--- src/rtl/g_root_lut_gen_if.sv ---
// Write-side bundle between the LUT generator (master) and the LUT RAM (slave).
`timescale 1ns/1ps
interface g_root_lut_gen_if #(
   parameter int ADDR_W = 13,
   parameter int DATA_W = 8
);
   logic              wr_valid;
   logic              wr_ready;
   logic [ADDR_W-1:0] wr_addr;
   logic [DATA_W-1:0] wr_data;

   modport master (output wr_valid, output wr_addr, output wr_data, input wr_ready);
   modport slave  (input wr_valid, input wr_addr, input wr_data, output wr_ready);
endinterface

--- src/rtl/g_root_lut_gen.sv ---
// Builds the gradient LUT at runtime: entry a = (2**DATA_W-1) - floor(sqrt(a << SCALE_SHIFT)),
// one restoring square-root iteration per cycle, each entry pushed through a valid/ready port.
`timescale 1ns/1ps
module g_root_lut_gen #(
   parameter int ADDR_W      = 13,
   parameter int DATA_W      = 8,
   parameter int SCALE_SHIFT = 3
) (
   input  logic                    clk,
   input  logic                    rst_n,
   input  logic                    start,
   output logic                    busy,
   output logic                    done,
   g_root_lut_gen_if.master        wr
);
   localparam int RAD_W = 2 * DATA_W;
   localparam int REM_W = DATA_W + 2;
   localparam int CNT_W = (DATA_W > 1) ? $clog2(DATA_W) : 1;

   typedef enum logic [2:0] {S_IDLE, S_LOAD, S_CALC, S_WRITE, S_DONE} state_t;

   state_t            r_state;
   state_t            w_state_nxt;
   logic [ADDR_W-1:0] r_addr;
   logic [RAD_W-1:0]  r_rad;
   logic [REM_W-1:0]  r_rem;
   logic [DATA_W-1:0] r_root;
   logic [DATA_W-1:0] r_wr_data;
   logic [CNT_W-1:0]  r_cnt;

   logic [RAD_W-1:0]  w_rad_load;
   logic [REM_W+1:0]  w_rem_sh;
   logic [REM_W+1:0]  w_trial;
   logic              w_ge;
   logic [DATA_W-1:0] w_root_nxt;
   logic              w_last;

   assign w_rad_load = RAD_W'(r_addr) << SCALE_SHIFT;
   assign w_rem_sh   = {r_rem, r_rad[RAD_W-1 -: 2]};
   assign w_trial    = {2'b00, r_root, 2'b01};
   assign w_ge       = (w_rem_sh >= w_trial);
   assign w_root_nxt = {r_root[DATA_W-2:0], w_ge};
   assign w_last     = (r_addr == {ADDR_W{1'b1}});

   assign wr.wr_addr = r_addr;
   assign wr.wr_data = r_wr_data;

   always_ff @(posedge clk) begin
      // NOTE: reset is sampled on the clock edge, so it also overrides a start in the same cycle.
      if (!rst_n) r_state <= S_IDLE;
      else        r_state <= w_state_nxt;
   end

   always_comb begin
      // NOTE: every output gets a default up front so no path through the case infers a latch.
      w_state_nxt = r_state;
      busy        = 1'b0;
      done        = 1'b0;
      wr.wr_valid = 1'b0;
      unique case (r_state)
         S_IDLE, S_DONE: begin
            done = (r_state == S_DONE);
            if (start) w_state_nxt = S_LOAD;
         end
         S_LOAD: begin
            busy        = 1'b1;
            w_state_nxt = S_CALC;
         end
         S_CALC: begin
            busy = 1'b1;
            if (r_cnt == '0) w_state_nxt = S_WRITE;
         end
         S_WRITE: begin
            busy        = 1'b1;
            wr.wr_valid = 1'b1;
            if (wr.wr_ready) w_state_nxt = w_last ? S_DONE : S_LOAD;
         end
         default: w_state_nxt = S_IDLE;
      endcase
   end

   // Datapath: the remainder never needs more than DATA_W+2 bits before its next shift.
   always_ff @(posedge clk) begin
      // NOTE: non-blocking assignments keep every register sampling pre-edge values.
      if (!rst_n) begin
         r_addr    <= '0;
         r_rad     <= '0;
         r_rem     <= '0;
         r_root    <= '0;
         r_cnt     <= '0;
         r_wr_data <= '0;
      end else begin
         unique case (r_state)
            S_IDLE, S_DONE: begin
               if (start) r_addr <= '0;
            end
            S_LOAD: begin
               r_rad  <= w_rad_load;
               r_rem  <= '0;
               r_root <= '0;
               r_cnt  <= CNT_W'(DATA_W - 1);
            end
            S_CALC: begin
               r_rad  <= r_rad << 2;
               r_rem  <= REM_W'(w_ge ? (w_rem_sh - w_trial) : w_rem_sh);
               r_root <= w_root_nxt;
               r_cnt  <= r_cnt - 1'b1;
               if (r_cnt == '0) r_wr_data <= ~w_root_nxt;
            end
            S_WRITE: begin
               if (wr.wr_ready && !w_last) r_addr <= r_addr + 1'b1;
            end
            default: ;
         endcase
      end
   end
endmodule

--- src/flat_wrapper.sv ---
// flat-port wrapper written by rule: the top's interface ports become plain ports
module g_root_lut_gen_flat 
#(
   parameter int ADDR_W      = 13,
   parameter int DATA_W      = 8,
   parameter int SCALE_SHIFT = 3
)
  (clk, rst_n, start, busy, done, wr_wr_valid, wr_wr_addr, wr_wr_data, wr_wr_ready);
  g_root_lut_gen_if #(.ADDR_W(ADDR_W), .DATA_W(DATA_W)) wr_i ();
  input  logic clk;
  input  logic rst_n;
  input  logic start;
  output logic busy;
  output logic done;
  output wire logic [$bits(wr_i.wr_valid)-1:0] wr_wr_valid;
  output wire logic [$bits(wr_i.wr_addr)-1:0] wr_wr_addr;
  output wire logic [$bits(wr_i.wr_data)-1:0] wr_wr_data;
  input wire logic [$bits(wr_i.wr_ready)-1:0] wr_wr_ready;
  assign wr_wr_valid = wr_i.wr_valid;
  assign wr_wr_addr = wr_i.wr_addr;
  assign wr_wr_data = wr_i.wr_data;
  assign wr_i.wr_ready = wr_wr_ready;
  g_root_lut_gen #(.ADDR_W(ADDR_W), .DATA_W(DATA_W), .SCALE_SHIFT(SCALE_SHIFT)) u_core (.clk(clk), .rst_n(rst_n), .start(start), .busy(busy), .done(done), .wr(wr_i));
endmodule
--- config.mk ---
export PLATFORM = sky130hd
export DESIGN_NAME = g_root_lut_gen_flat
export DESIGN_NICKNAME = d
export VERILOG_FILES = /design/src/rtl/g_root_lut_gen_if.sv /design/src/rtl/g_root_lut_gen.sv /design/src/flat_wrapper.sv
export SDC_FILE = /design/constraint.sdc
export NUM_CORES = 1
export LEC_CHECK = 0
export CAP_MARGIN = 20
export CORE_MARGIN = 4
export CORE_UTILIZATION = 52
export CTS_BUF_LIST = sky130_fd_sc_hd__clkbuf_16
export DETAILED_ROUTE_END_ITERATION = 12
export GPL_TIMING_DRIVEN = 0
export PLACE_DENSITY = 0.74
export SYNTH_ARGS = -nofsm -noshare
export SYNTH_HDL_FRONTEND = slang
export SYNTH_SLANG_ARGS = --single-unit
--- constraint.sdc ---
create_clock -name clk -period 2.7 [get_ports clk]
set_input_delay 0.405 -clock clk [delete_from_list [all_inputs] [get_ports clk]]
set_output_delay 0.405 -clock clk [all_outputs]
set_load 0.005 [all_outputs]
==> results of run 1 <==
==> where the power goes <==
group / switching (W) / internal [W]
logic: 0.000648 / 0.000374
registers: 0.0000523 / 0.000938
clock network: 0.000385 / 0.000795
total: 0.00109 / 0.00211
==> how the worst max path moves through the flow <==
stage / from / to / slack (ps) / cells past startpoint
CTS: u_core.r_root[7]$_SDFFE_PN0N_ / u_core.r_rem[2]$_SDFFE_PN0N_ / 180 / 6
global placement: rst_n / u_core.r_rem[7]$_SDFFE_PN0N_ / 10 / 6
detailed placement: rst_n / u_core.r_rem[5]$_SDFFE_PN0N_ / -60 / 6
floorplan: u_core.r_root[7]$_SDFFE_PN0N_ / u_core.r_rem[0]$_SDFFE_PN0N_ / 710 / 7
global route: u_core.r_root[7]$_SDFFE_PN0N_ / u_core.r_rem[1]$_SDFFE_PN0N_ / 50 / 7
finish: u_core.r_root[7]$_SDFFE_PN0N_ / u_core.r_rem[1]$_SDFFE_PN0N_ / 230 / 7
==> per-stage QoR <==
| stage | setup TNS, ps | hold slack [ps] |
|---|---|---|
| 2_1_floorplan | 0 | 437 |
| 3_3_place_gp | 0 | 447 |
| 3_5_place_dp | -225 | 450 |
| 4_1_cts | 0 | 459 |
| 5_1_grt | 0 | 484 |
| 6_report | 0 | 455 |
==> metal layers <==
layer	part of all wire, %	vias to the layer above	global-route usage [%]
met5	0	-	0
met4	2.2	0	9.66
met3	3.2	15	4.37
met2	49	57	36.0
met1	46	1229	26.8
li1	-	1317	-
==> worst max-delay path, delay by kind of cell (launching register included) <==
kind            cells  cell delay, ps
compound gates      3            1260
simple gates        1             130
buf+inv             2             290
fa+ha+maj           1             350
flops               1             330
==> registers in the layout (all words and copies together), names as in the netlist <==
name	cells
u_core.r_rad	13
u_core.wr.wr_addr	13
u_core.r_rem	10
u_core.r_root	8
u_core.wr.wr_data	8
u_core.r_cnt	3
u_core.r_state	3
==> logic make-up (layout without fill, tap and decap cells) <==
logic type	after synthesis	count (layout)	share of synthesized area, %
adders and majority gates	13	13	5.57
DFF	58	58	39.7
and+or+nand+nor	125	125	21.5
buffers and inverters	33	77	4.54
muxes	8	8	2.74
xor gates and xnor gates	15	15	4.50
AOI/OAI and AO/OA	92	92	21.4
==> cell type report <==
cell class                 count  area [µm²]
buffer                        15        65.1
clock buffer                   9         225
clock inverter                 7        83.8
fill                         487        1870
inverter                      18        67.6
multi-input combinational    253        1630
sequential                    58        1160
tap                           72        90.1
timing repair buffer          28         278
==> layout by cell type (no fill, tap or decap), types with 2 or more instances in the layout <==
cell	n
dfxtp_1	58
nor2_1	43
nand2_1	30
clkdlybuf4s50_1	27
a21oi_1	20
inv_1	17
a211oi_1	17
o21ai_0	13
ha_1	13
a22oi_1	12
nand3_1	12
and2_1	9
xnor2_1	9
clkbuf_16	9
mux2i_1	8
buf_2	7
clkbuf_1	6
o31ai_1	6
xor2_1	6
a41oi_1	6
clkinv_1	4
nor3_1	4
nand2b_1	4
a31oi_1	4
and3_1	3
o211ai_1	3
nand4_1	3
or3_1	3
buf_1	2
nor2b_1	2
a21boi_0	2
a32o_1	2
a221oi_1	2
bufinv_16	2
==> what timing repair did <==
item | CTS | global route
hold buffers | 0 | 0
setup endpoints to repair | 0 | 8
resized for setup | 0 | 1
==> impl_metrics.tcl, run 1 <==
set metrics [dict create \
    synth-edff-count 0 \
    die_w_um 83.0 \
    ant_nets 0 \
    rsz0062_at_grt "no" \
    cp_max_fo 10 \
    syn_inst 344 \
    start_util_pct 53.4 \
    path_cells "inv_1 > ha_1 > a2111oi_0 > o31a_1 > buf_2 > nand3_1 > a32o_1" \
    start_kind "flip-flop" \
    grt_pass1_wl_mm 12.2 \
    dieArea_um2 6880 \
    r2r-start "u_core.r_root[7]$_SDFFE_PN0N_" \
    antenna_found_initial 0 \
    yosysMostFrequentCell "dfxtp_1" \
    port_buffers 27 \
    reg2reg_slack_ps 230 \
    worstPathArrival_ps 2690 \
    r2r_cells 7 \
    p_per_area_nw_per_um2 887 \
    track_usage_pct 21.6 \
    total_power_w 0.00319 \
    fp.dieH_um 83.0 \
    worst_slack_ps 229 \
    detailroute.via_count 2618 \
    place_congestion 0.881 \
    status "finished clean" \
    remaining_drc_errors 0 \
    synth_area_per_cell_um2 8.49 \
    syn-num-nets 361 \
    nets 400 \
    cts_tree "built" \
    min-delay-start "u_core.wr.wr_data[2]$_SDFFE_PN0P_" \
    area_growth_pct 23.3 \
    totalWireLength_mm 7.07 \
    synth_top_area_share_pct 39.7 \
    yosysUniqueCellTypes 47 \
    grt_overflow_total 0 \
    synthArstFlopShare_pct 0 \
    worst_slew_pin_slew_ps 717 \
    clockRootBuffer "clkbuf_16" \
    fmax_mhz 405 \
    diodes 0 \
    fp.coreArea_um2 5470 \
    setup-violations-final 0 \
    end_kind "flip-flop" \
    grt_pass1_vias 2551 \
    required_ps 2910 \
    ys_top_cells_by_count "58 x dfxtp_1, 44 x nor2_1, 30 x nand2_1" \
    clk_transition_reported_paths_ps 50 \
    worst_skew_pair.late_latency_ps 320 \
    cts_buffer_depth 2 \
    drtPass1Iterations 4 \
    drive_gt1_share_pct 7.47 \
    period_needed_ps 2470 \
    finalNonFillerCells 460 \
    syn_area_um2 2920 \
    synth_ff_type "dfxtp_1" \
    holdPathStages 2 \
    placed_area_um2 3280 \
    skew_ps 3.98 \
    initialDrtViolationCount 198 \
    min_path_type "reg -> reg" \
    std_cell_rows 27 \
    cap_violations 0 \
    finalCritPeriodShare_pct 91.5 \
    rr_endpoint "u_core.r_rem[1]$_SDFFE_PN0N_" \
    routed_via_density 5.69 \
    hold_path_end "u_core.wr.wr_data[2]$_SDFFE_PN0P_" \
    max-slew-margin-rel_pct 51.0 \
    fin_util_pct 65.8 \
    path_class "reg -> reg" \
    wire_per_inst_um 15.4 \
    slowest_delay_ps 710 \
    htree_levels 3 \
    ys_top_cells_by_area "dfxtp_1 40%, nor2_1 5.7%, ha_1 5.6%, a211oi_1 4.4%, nand2_1 3.9%" \
    synth.yosys.seq_area_share_pct 39.7 \
    power.leakage_nw 1.29 \
    cts_buffers 9 \
    yosysWarnings 0 \
    grt_max_degree 11 \
    cts_sinks 58 \
    hold_violations 0 \
    post_cts_buffers 0 \
    synth-seq-cells 58 \
    drv_slew 0 \
    synth_area_leader_cell "dfxtp_1" \
    stdcell_area_um2 3600 \
    vdd_drop_max_mv 0.623 \
    dpl.hpwl_mm 5.03 \
    pin_count 28 \
    cp_slowest_cell "a2111oi_0" \
    dp_cells 443 \
    post-place-ws_ps -59.3 \
]
(Power assumes the default switching activity.)
==> run 2: changes to the inputs <==
--- a/config.mk
+++ b/config.mk
@@ -12,6 +12,7 @@
 export DETAILED_ROUTE_END_ITERATION = 12
 export GPL_TIMING_DRIVEN = 0
 export PLACE_DENSITY = 0.74
+export RECOVER_POWER = 25
 export SYNTH_ARGS = -nofsm -noshare
 export SYNTH_HDL_FRONTEND = slang
 export SYNTH_SLANG_ARGS = --single-unit
==> run 2 against run 1 <==
  * Clock power about the same
  * First-iteration DRC count decreased by 15%
  * Sequential cell count unchanged
==> impl_metrics.tcl, run 2 (same netlist as run 1, synthesis figures left out) <==
set metrics [dict create \
    status "finished clean" \
    p_comb_share_pct 32.0 \
    rsz0062_at_grt "no" \
    cp_max_fo 10 \
    place_congestion 0.881 \
    cts_sinks 58 \
    htree_levels 3 \
    power.leakage_nw 1.33 \
    max-slew-margin-rel_pct 24.7 \
    nets 400 \
    postCtsHoldBufs 0 \
    fin_util_pct 65.5 \
    end_kind "flip-flop" \
    worst_slew_pin_slew_ps 1120 \
    cts_buffers 9 \
    period_needed_ps 2490 \
    required_ps 2910 \
    wire_per_inst_um 15.4 \
    start_kind "flip-flop" \
    setup-violations-final 0 \
    finalNonFillerCells 460 \
    worst_hold_slack_ps 452 \
    track_usage_pct 21.6 \
    clockRootBuffer "clkbuf_16" \
    std_cell_rows 27 \
    min_path_type "reg -> reg" \
    fmax_mhz 401 \
    antenna_found_initial 0 \
    final.setup.tns_ps 0 \
    power_frac_seq_pct 31.0 \
    worst_skew_pair.late_latency_ps 320 \
    grt_max_degree 11 \
    final_cell_mix "58 x dfxtp_1, 43 x nor2_1, 30 x nand2_1" \
    worstPathArrival_ps 2710 \
    p_per_area_nw_per_um2 890 \
    pwr-share-clk_pct 37.0 \
    pin_count 28 \
    initialDrtViolationCount 168 \
    cts_tree "built" \
    fp.coreArea_um2 5470 \
    path_class "reg -> reg" \
    cap_violations 0 \
    dp_cells 443 \
    grt_overflow_total 0 \
    final_common_cell "dfxtp_1" \
    dpl.hpwl_mm 5.03 \
    hold_violations 0 \
    skew_ps 4.06 \
    die_w_um 83.0 \
    ant_nets 0 \
    nFillCells 490 \
    routed_via_density 5.72 \
    drive_gt1_share_pct 6.96 \
    clk_transition_reported_paths_ps 50 \
    area_growth_pct 22.7 \
    start_util_pct 53.4 \
    totalWireLength_mm 7.07 \
    grt_pass1_wl_mm 12.2 \
    p_sw_share_pct 34.1 \
    grt_pass1_vias 2551 \
    post_cts_buffers 0 \
    dieArea_um2 6880 \
    p_switching_w 0.00109 \
    cts.repair.resized 0 \
    intPower_w 0.00210 \
    fp.dieH_um 83.0 \
    finalCritPeriodShare_pct 92.3 \
    cts_buffer_depth 2 \
    diodes 0 \
    drv_slew 0 \
    drtPass1Iterations 4 \
    port_buffers 27 \
    vdd_drop_max_mv 0.640 \
    remaining_drc_errors 0 \
    detailroute.via_count 2630 \
]
==> run 2: changes by cell type in the layout (fill, tap and decap cells not counted), sizes merged <==
cell,delta
clkbuf,+1
buf,-1
dlygate4sd3,+18
clkdlybuf4s50,-18
==> run 2: final cells by class <==
type	count	area, µm²	area share, %
Timing Repair Buffer	28	278	7.75
Multi-Input combinational cell	253	1620	45.1
Sequential cell	58	1160	32.4
Clock buffer	9	225	6.28
Inverter	18	67.6	1.88
Clock inverter	7	83.8	2.34
Tap cell	72	90.1	2.51
Buffer	15	63.8	1.78
==> run 2: power groups by stage <==
stage,sequential (W),combinational [W],clock (W)
2_1_floorplan,0.000992,0.000740,0
3_3_place_gp,0.00100,0.000969,0
3_5_place_dp,0.00101,0.000984,0
4_1_cts,0.000990,0.000996,0.00119
5_1_grt,0.00100,0.00113,0.00123
6_report,0.000990,0.00102,0.00118
==> run 2: path summary, 6_finish.rpt <==
path	slack, ps	start	cells past startpoint	endpoint
max	210	u_core.r_root[7]$_SDFFE_PN0N_	7	u_core.r_rem[1]$_SDFFE_PN0N_
min	450	u_core.wr.wr_data[2]$_SDFFE_PN0P_	2	u_core.wr.wr_data[2]$_SDFFE_PN0P_
max reg2reg	210	u_core.r_root[7]$_SDFFE_PN0N_	7	u_core.r_rem[1]$_SDFFE_PN0N_
min reg2reg	450	u_core.wr.wr_data[2]$_SDFFE_PN0P_	2	u_core.wr.wr_data[2]$_SDFFE_PN0P_
==> run 2: metrics by stage <==
stage / total power, W / area (µm²) / worst slack, ps
after global routing: 0.00336 / 3580 / 47.3
after global placement: 0.00197 / 3280 / 10.2
after detailed placement: 0.00199 / 3280 / -59.3
final: 0.00319 / 3580 / 208
after floorplan: 0.00173 / 2920 / 706
after CTS: 0.00317 / 3590 / 180
==> run 2: worst max-delay path, stage by stage (launching register included) <==
cell	delay [ps]
dfxtp_1	330
inv_1	50
ha_1	350
a2111oi_0	720
o31a_1	270
buf_2	250
nand3_1	130
a32o_1	280
==> run 2: layer usage <==
| metal | GRT usage (%) | wire length (µm) |
|---|---|---|
| met1 | 26.8 | 3260 |
| met2 | 36.0 | 3420 |
| met3 | 4.37 | 223 |
| met4 | 9.66 | 159 |
| met5 | 0 | 0 |
==> run 3: changes to the inputs <==
--- a/config.mk
+++ b/config.mk
@@ -10,6 +10,7 @@
 export CORE_UTILIZATION = 52
 export CTS_BUF_LIST = sky130_fd_sc_hd__clkbuf_16
 export DETAILED_ROUTE_END_ITERATION = 12
+export GPL_ROUTABILITY_DRIVEN = 0
 export GPL_TIMING_DRIVEN = 0
 export PLACE_DENSITY = 0.74
 export RECOVER_POWER = 25
==> constraint.sdc (replaced) <==
create_clock -name clk -period 2.7 [get_ports clk]
set_input_delay 0.675 -clock clk [delete_from_list [all_inputs] [get_ports clk]]
set_output_delay 0.675 -clock clk [all_outputs]
set_load 0.005 [all_outputs]
==> run 3 against run 2 <==
  * Sequential cell count did not move
  * Setup slack better by 49 ps
  * Fmax increased by 2.0%
  * Non-clock buffer count shrank 1
  * Clock skew grew 1.1 ps
  * Largest power group unchanged
  * Sequential share of layout area barely moved
  * Clock-buffer cell count did not move
  * Cell count down 0.22%
==> impl_metrics.tcl, run 3 (same netlist as run 1, synthesis figures left out) <==
set metrics [dict create \
    fp.coreArea_um2 5470 \
    final_cell_mix "58 x dfxtp_1, 43 x nor2_1, 30 x nand2_1" \
    finalCritPeriodShare_pct 90.5 \
    dieArea_um2 6880 \
    grt_overflow_total 0 \
    worst_slack_ps 256 \
    vdd_drop_max_mv 0.638 \
    reg2reg_slack_ps 260 \
    cp_max_fo 10 \
    path_cells "inv_1 > ha_1 > a2111oi_0 > o31a_1 > buf_2 > nand3_1 > a32o_1" \
    hold_violations 0 \
    remaining_drc_errors 0 \
    r2r-start "u_core.r_root[7]$_SDFFE_PN0N_" \
    grt_pass1_vias 2544 \
    cap_violations 0 \
    clockRootBuffer "clkbuf_16" \
    grt_max_degree 11 \
    setup.worst_path.start "u_core.r_root[7]$_SDFFE_PN0N_" \
    routed_via_density 5.72 \
    nets 399 \
    min-delay-start "u_core.wr.wr_data[2]$_SDFFE_PN0P_" \
    drive_gt1_share_pct 6.72 \
    end_kind "flip-flop" \
    rsz0062_at_grt "no" \
    dp_cells 443 \
    start_kind "flip-flop" \
    finalNonFillerCells 459 \
    min_path_type "reg -> reg" \
    worst_slew_pin_slew_ps 1140 \
    path_class "reg -> reg" \
    grt_pass1_wl_mm 12.1 \
    period_needed_ps 2440 \
    post_cts_buffers 0 \
    p_per_area_nw_per_um2 889 \
    skew_ps 5.18 \
    area_growth_pct 22.6 \
    track_usage_pct 21.6 \
    ant_nets 0 \
    slowest_delay_ps 720 \
    cts_tree "built" \
    cp_slowest_cell "a2111oi_0" \
    port_buffers 27 \
    fmax_mhz 409 \
    start_util_pct 53.4 \
    cts_sinks 58 \
    cts_buffer_depth 2 \
    cts_buffers 9 \
    drv_slew 0 \
    post-place-ws_ps -329 \
    die_w_um 83.0 \
    power.leakage_nw 1.29 \
    dpl.hpwl_mm 5.03 \
    max-slew-margin-rel_pct 23.0 \
    clk_transition_reported_paths_ps 50 \
    setup-violations-final 0 \
    totalWireLength_mm 7.07 \
    detailroute.via_count 2624 \
    required_ps 2920 \
    htree_levels 3 \
    fp.dieH_um 83.0 \
    final_common_cell "dfxtp_1" \
    worst_skew_pair.late_latency_ps 330 \
    wire_per_inst_um 15.4 \
    status "finished clean" \
    antenna_found_initial 0 \
    pin_count 28 \
    initialDrtViolationCount 198 \
    std_cell_rows 27 \
    drtPass1Iterations 4 \
    worstPathArrival_ps 2660 \
    diodes 0 \
]
==> run 3: changes by cell type in the layout (fill, tap and decap cells not counted), sizes merged <==
cell and change:
buf -1, clkdlybuf4s50 +8, dlygate4sd3 -8
==> run 3: metrics by stage <==
step	power, W	cell area, µm²	hold slack [ps]	utilization [%]	setup TNS, ps
after floorplan	0.00173	2920	437	-	0
after global placement	0.00197	3280	447	60.0	-1740
after detailed placement	0.00199	3280	450	60.0	-2320
after CTS	0.00318	3600	459	65.7	0
after global routing	0.00336	3580	481	65.4	0
final	0.00318	3580	452	65.4	0
==> run 3: worst max-delay path: cells and delay by family, from the launching register on <==
family	cells	cell delay [ps]
AO/OA/AOI/OAI	3	1260
flip-flops	1	330
buffers and inverters	2	300
adder cells (fa/ha/maj)	1	350
AND/OR/NAND/NOR	1	110
==> run 3: final cells by class <==
cell class                 instances  area, µm²
clock inverter                     7       83.8
tap                               72       90.1
sequential                        58       1160
buffer                            15       62.6
fill                             490       1890
timing repair buffer              27        270
multi-input combinational        253       1620
clock buffer                       9        225
inverter                          18       67.6
==> run 3: layer usage <==
metal | part of all wire [%] | track usage, % | vias to the layer above
met5 | 0 | 0 | -
met4 | 1.8 | 9.66 | 0
met3 | 3.5 | 4.37 | 14
met2 | 49 | 35.9 | 56
met1 | 45 | 26.8 | 1238
li1 | - | - | 1316
==> run 3: worst paths after layout <==
| check | cells after the start | to |
|---|---|---|
| hold reg to reg | 2 | u_core.wr.wr_data[2]$_SDFFE_PN0P_ |
| hold / removal | 2 | u_core.wr.wr_data[2]$_SDFFE_PN0P_ |
| setup reg to reg | 7 | u_core.r_rem[1]$_SDFFE_PN0N_ |
| setup / recovery | 7 | u_core.r_rem[1]$_SDFFE_PN0N_ |
==> run 3: repair_timing <==
item                                    4_1_cts  5_1_grt
gates resized for setup                       1        1
endpoints found under the hold margin         0        0
endpoints found under the setup margin        1        8
hold buffers                                  0        0
==> run 3: report_power, final <==
group	switching (W)	internal, W
Sequential	0.0000509	0.000938
Combinational	0.000647	0.000366
Clock	0.000387	0.000795
Total	0.00109	0.00210
